$ cat config.mk
export PLATFORM = sky130hd
export DESIGN_NAME = symbol_downsampler_flat
export DESIGN_NICKNAME = d
export VERILOG_FILES = /design/src/rtl/symbol_downsampler_if.sv /design/src/rtl/symbol_downsampler.sv /design/src/flat_wrapper.sv
export SDC_FILE = /design/constraint.sdc
export NUM_CORES = 1
export LEC_CHECK = 0
export CORE_MARGIN = 1.5
export CORE_UTILIZATION = 37
export DETAILED_ROUTE_END_ITERATION = 8
export GPL_TIMING_DRIVEN = 0
export PLACE_DENSITY_LB_ADDON = 0.15
export SETUP_SLACK_MARGIN = 0.4
export SLEW_MARGIN = 20
export SYNTH_ARGS = -nofsm -noshare
export SYNTH_HDL_FRONTEND = slang
export SYNTH_SLANG_ARGS = --single-unit
$ cat constraint.sdc
create_clock -name clk -period 2.12 [get_ports clk]
set_input_delay 0.318 -clock clk [delete_from_list [all_inputs] [get_ports clk]]
set_output_delay 0.318 -clock clk [all_outputs]
set_load 0.005 [all_outputs]
$ cat src/rtl/symbol_downsampler_if.sv
// I/Q sample and symbol bundle for the receive decimator.
// Master drives the sample stream; slave returns symbols.
interface symbol_downsampler_if #(
  parameter int W = 4
);
  logic signed [W-1:0] iin;
  logic signed [W-1:0] qin;
  logic signed [W-1:0] idown;
  logic signed [W-1:0] qdown;
  logic                dvalid;
  logic                locked;

  modport master (
    output iin,
    output qin,
    input  idown,
    input  qdown,
    input  dvalid,
    input  locked
  );

  modport slave (
    input  iin,
    input  qin,
    output idown,
    output qdown,
    output dvalid,
    output locked
  );
endinterface

$ cat src/rtl/symbol_downsampler.sv
// Zero-stuffed I/Q decimator: acquires phase on first non-zero.
// Loss-of-lock detect under SYMBOL_DOWNSAMPLER_LOSS_DET_EN.
module symbol_downsampler #(
  parameter int DECIM      = 11,
  parameter int W          = 4,
  parameter int LOSS_COUNT = 4
) (
  input  logic                 clk,
  input  logic                 reset,
  symbol_downsampler_if.slave  bus
);

  localparam int CW = $clog2(DECIM);
  localparam logic [CW-1:0] CMAX = CW'(DECIM - 1);
  localparam logic [CW-1:0] CONE = CW'(1);

  if (DECIM < 2) begin : g_bad_decim
    $error("DECIM must be at least 2");
  end
  if (LOSS_COUNT < 1) begin : g_bad_loss
    $error("LOSS_COUNT must be at least 1");
  end

  typedef enum logic {
    SEARCH = 1'b0,
    LOCKED = 1'b1
  } state_t;

  state_t        state, state_n;
  logic [CW-1:0] cnt, cnt_n;
  logic          lock_n;
  logic          cap;
  logic          nz;
  logic          sym;

  assign nz  = (bus.iin != '0) || (bus.qin != '0);
  assign sym = (cnt == '0);

`ifdef SYMBOL_DOWNSAMPLER_LOSS_DET_EN
  localparam int ZW = $clog2(LOSS_COUNT + 1);
  localparam logic [ZW-1:0] ZLAST = ZW'(LOSS_COUNT - 1);
  localparam logic [ZW-1:0] ZONE  = ZW'(1);

  logic [ZW-1:0] zrun, zrun_n;

  // Zero-run counter of consecutive empty symbol samples
  always_ff @(posedge clk or negedge reset) begin
    if (!reset) begin
      zrun <= '0;
    end else begin
      zrun <= zrun_n;
    end
  end
`endif

  // Phase state and counter registers
  always_ff @(posedge clk or negedge reset) begin
    if (!reset) begin
      state <= SEARCH;
      cnt   <= '0;
    end else begin
      state <= state_n;
      cnt   <= cnt_n;
    end
  end

  // Next-state, phase count and capture decision
  always_comb begin
    state_n = state;
    cnt_n   = cnt;
    lock_n  = bus.locked;
    cap     = 1'b0;
`ifdef SYMBOL_DOWNSAMPLER_LOSS_DET_EN
    zrun_n  = zrun;
`endif
    unique case (state)
      SEARCH: begin
        cnt_n = '0;
        if (nz) begin
          cap     = 1'b1;
          cnt_n   = CONE;
          lock_n  = 1'b1;
          state_n = LOCKED;
        end
      end
      LOCKED: begin
        cnt_n = (cnt == CMAX) ? '0 : cnt + CONE;
        if (sym) begin
          cap = 1'b1;
`ifdef SYMBOL_DOWNSAMPLER_LOSS_DET_EN
          if (!nz) begin
            if (zrun == ZLAST) begin
              cap     = 1'b0;
              lock_n  = 1'b0;
              cnt_n   = '0;
              zrun_n  = '0;
              state_n = SEARCH;
            end else begin
              zrun_n = zrun + ZONE;
            end
          end else begin
            zrun_n = '0;
          end
`endif
        end
      end
      default: begin
        state_n = SEARCH;
        cnt_n   = '0;
        lock_n  = 1'b0;
      end
    endcase
  end

  // Registered symbol outputs, strobe and lock flag
  always_ff @(posedge clk or negedge reset) begin
    if (!reset) begin
      bus.idown  <= '0;
      bus.qdown  <= '0;
      bus.dvalid <= 1'b0;
      bus.locked <= 1'b0;
    end else begin
      bus.dvalid <= cap;
      bus.locked <= lock_n;
      if (cap) begin
        bus.idown <= bus.iin;
        bus.qdown <= bus.qin;
      end
    end
  end

endmodule

$ cat src/flat_wrapper.sv
// flat-port wrapper written by rule: the top's interface ports become plain ports
module symbol_downsampler_flat 
#(
  parameter int DECIM      = 11,
  parameter int W          = 4,
  parameter int LOSS_COUNT = 4
)
  (clk, reset, bus_iin, bus_qin, bus_idown, bus_qdown, bus_dvalid, bus_locked);
  symbol_downsampler_if #(.W(W)) bus_i ();
  input  logic clk;
  input  logic reset;
  input wire logic [$bits(bus_i.iin)-1:0] bus_iin;
  input wire logic [$bits(bus_i.qin)-1:0] bus_qin;
  output wire logic [$bits(bus_i.idown)-1:0] bus_idown;
  output wire logic [$bits(bus_i.qdown)-1:0] bus_qdown;
  output wire logic [$bits(bus_i.dvalid)-1:0] bus_dvalid;
  output wire logic [$bits(bus_i.locked)-1:0] bus_locked;
  assign bus_i.iin = bus_iin;
  assign bus_i.qin = bus_qin;
  assign bus_idown = bus_i.idown;
  assign bus_qdown = bus_i.qdown;
  assign bus_dvalid = bus_i.dvalid;
  assign bus_locked = bus_i.locked;
  symbol_downsampler #(.DECIM(DECIM), .W(W), .LOSS_COUNT(LOSS_COUNT)) u_core (.clk(clk), .reset(reset), .bus(bus_i));
endmodule
==> impl_metrics.csv <==
group,metric,value,unit
synthesis,synth_seq_cells,15,
clock_network,numCtsBuffers,3,
sta,finalHoldViolations,0,
synthesis,yosysTopAreaCell,"dfrtp_1",
clock_network,cts_max_level,1,
sta,worstMarginPinSlew,0.693,ns
worst_setup_path,cp-start-kind,"flip-flop",
final_layout,diodes,0,
global_routing,overflow,0,
global_routing,grt_max_degree,16,
place,io_buffer_count,19,
sta,fmax,606,MHz
route,wl_per_cell,13.2,um
final_layout,fillCellCount,180,
synthesis,ys_types,25,
worst_setup_path,worstPathArrival,1.81,ns
worst_setup_path,max_stage_delay,0.41,ns
final_layout,nets,109,
worst_setup_path,reg2reg_depth,6,
global_routing,grt_antenna_before_repair,0,
hold_path,hold_path_class,"in -> async",
floorplanning,core-area,1940,um2
clock_network,clockRootBuffer,"clkbuf_4",
status,outcome,"completed",
power,powerDensity,1220,nW/um2
clock_network,clk_path_buf_depth,2,
power,max-vdd-ir-drop,0.716,mV
place,place_congestion,0.745,
final_layout,final_common_cell,"clkdlybuf4s50_1",
worst_setup_path,cp_slowest_cell,"or3b_4",
worst_setup_path,end_kind,"flip-flop",
sta,fin_tns_setup,0,ns
final_layout,design_area,1050,um2
clock_network,holdBufCountCts,0,
sta,holdWs,0.451,ns
power,p_leak,0.000506,uW
worst_setup_path,crit_type,"reg -> reg",
final_layout,final_layout_size_suffix_gt1_share,18.9,%
synthesis,avgSynthCellArea,11.4,um2
synthesis,synth.top_cell.area_share,50.1,%
synthesis,synth_nets,79,
clock_network,cts_tree,"yes",
worst_setup_path,path_cells,"inv_2 -> ha_1 -> or3b_4 -> buf_6 -> and3_1 -> a211o_1",
worst_setup_path,critPathBufInv,2,
floorplanning,die_h,48.0,um
synthesis,seq_area_frac_synth,50.1,%
sta,clock_skew,0.00356,ns
worst_setup_path,required,2.28,ns
floorplanning,pin_count,20,
place,place_hpwl,1120,um
sta,fin_crit_sh,77.8,%
sta,finalCriticalPeriod,1.65,ns
sta,relSlewSlack,53.7,%
synthesis,ys_top_cells_by_area,"dfrtp_1 50%, and3_1 5.8%, ha_1 5.0%",
synthesis,yosysWarningCount,0,
final_layout,final_cell_mix,"19 x clkdlybuf4s50_1, 15 x dfrtp_1, 7 x and3_1",
global_routing,grt_pass1_wl,2450,um
final_layout,area_growth,40.7,%
worst_setup_path,r2r_start,"u_core.cnt[0]$_DFF_PN0_",
sta,rsz0062_at_grt,"false",
clock_network,insertion_delay,0.28,ns
worst_setup_path,r2r_slack,0.47,ns
run,cap_viol_max_count,0,
route,drc,0,
worst_setup_path,crit_fanout,6,
floorplanning,start_util,38.6,%
floorplanning,die_w,48.0,um
route,drt_iter0_markers,12,
worst_setup_path,critPathTopFamily,"simple AND/OR/NAND/NOR gates",
sta,slew_viol_final,0,
synthesis,synth_area,749,um2
route,vias,609,
route,dr.pass1.iters,4,
floorplanning,rows,16,
final_layout,final_util,54.3,%
worst_setup_path,r2r-end,"u_core.bus.idown[1]$_DFFE_PN0P_",
global_routing,grt_pass1_vias,554,
place,place_area,973,um2
route,wirelength,1620,um
floorplanning,die_area,2300,um2
global_routing,grt_use_total,15.5,%
power,total_power,1290,uW
clock_network,clk_pin_slew,0.09,ns
clock_network,clkSinkCount,15,
route,via_per_inst,4.99,
synthesis,syn-instance-count,66,
sta,setup_viol,0,
route,drtAntennaViolNets,0,
logic make-up after synthesis:
logic type / count (synthesis) / synth area share (%)
flip-flops: 15 / 50.1
buffers and inverters: 7 / 4.67
adder cells (fa/ha/maj): 3 / 5.01
AND/OR/NAND/NOR: 22 / 19.4
multiplexers: 2 / 2.67
XOR/XNOR: 1 / 1.17
AO/OA/AOI/OAI: 16 / 17.0
repair_timing:
action | in CTS | in global routing
pin swaps | 0 | 3
gates resized for setup | 1 | 2
buffers inserted | 2 | 3
cloned | 0 | 1
setup endpoints to repair | 3 | 8
sequential cells by signal (all words and copies together), names as in the netlist:
signal and count:
u_core.state 1, u_core.cnt 4, u_core.bus.qdown 4, u_core.bus.idown 4, u_core.bus.locked 1, u_core.bus.dvalid 1
worst reg2reg max path, stage by stage, from the launching register on:
cell and delay, ns:
dfrtp_1 0.39, inv_2 0.07, ha_1 0.13, or3b_4 0.41, buf_6 0.14, and3_1 0.17
a211o_1 0.23
layer usage:
| layer | global-route usage, % | vias to the layer above | share of wire [%] |
|---|---|---|---|
| met5 | 0 | - | 0 |
| li1 | - | 305 | - |
| met4 | 6.49 | 0 | 0.80 |
| met1 | 20.1 | 288 | 44 |
| met2 | 24.8 | 14 | 52 |
| met3 | 3.40 | 2 | 3.3 |
power by group:
part,internal (uW),switching [uW]
sequential,408,90.2
combinational,418,215
clock,72.9,87.0
total,899,392
synthesized netlist by cell type (all sizes together):
cell type  instances
o31a               1
and3b              1
nand3b             1
nor4               2
a31oi              1
xor2               1
and2               2
a21oi              1
inv                3
o21ai              1
o21bai             1
ha                 3
nor3b              2
or3b               1
buf                2
a21boi             4
a221o              3
mux2i              2
clkbuf             2
dfrtp             15
and3              10
nand2              3
a211o              4
per-stage QoR:
| step | cells | setup WS (ns) |
|---|---|---|
| global placement | 112 | 0.247 |
| CTS | 118 | 0.412 |
| floorplan | 66 | 0.474 |
| detailed placement | 112 | 0.190 |
| global route | 122 | 0.406 |
| finish | 122 | 0.470 |
worst max-delay path by stage:
stage / startpoint / to / slack [ns] / cells past startpoint
2_1_floorplan: u_core.cnt[0]$_DFF_PN0_ / u_core.bus.idown[1]$_DFFE_PN0P_ / 0.47 / 6
3_3_place_gp: bus_iin[1] / u_core.bus.idown[0]$_DFFE_PN0P_ / 0.25 / 5
3_5_place_dp: bus_iin[0] / u_core.bus.idown[2]$_DFFE_PN0P_ / 0.19 / 5
4_1_cts: u_core.cnt[0]$_DFF_PN0_ / u_core.bus.qdown[3]$_DFFE_PN0P_ / 0.41 / 6
5_1_grt: u_core.cnt[0]$_DFF_PN0_ / u_core.bus.qdown[3]$_DFFE_PN0P_ / 0.41 / 6
6_report: u_core.cnt[0]$_DFF_PN0_ / u_core.bus.idown[1]$_DFFE_PN0P_ / 0.47 / 6
layout make-up:
type	count	area, um2	area share [%]
flip-flops and latches	15	375	35.6
multi-input cells	44	352	33.3
repair buffers	25	233	22.1
well taps	27	33.8	3.20
clock buffers	4	26.3	2.49
plain buffers	4	23.8	2.25
inverters	3	11.3	1.07
(Power assumes the default switching activity.)
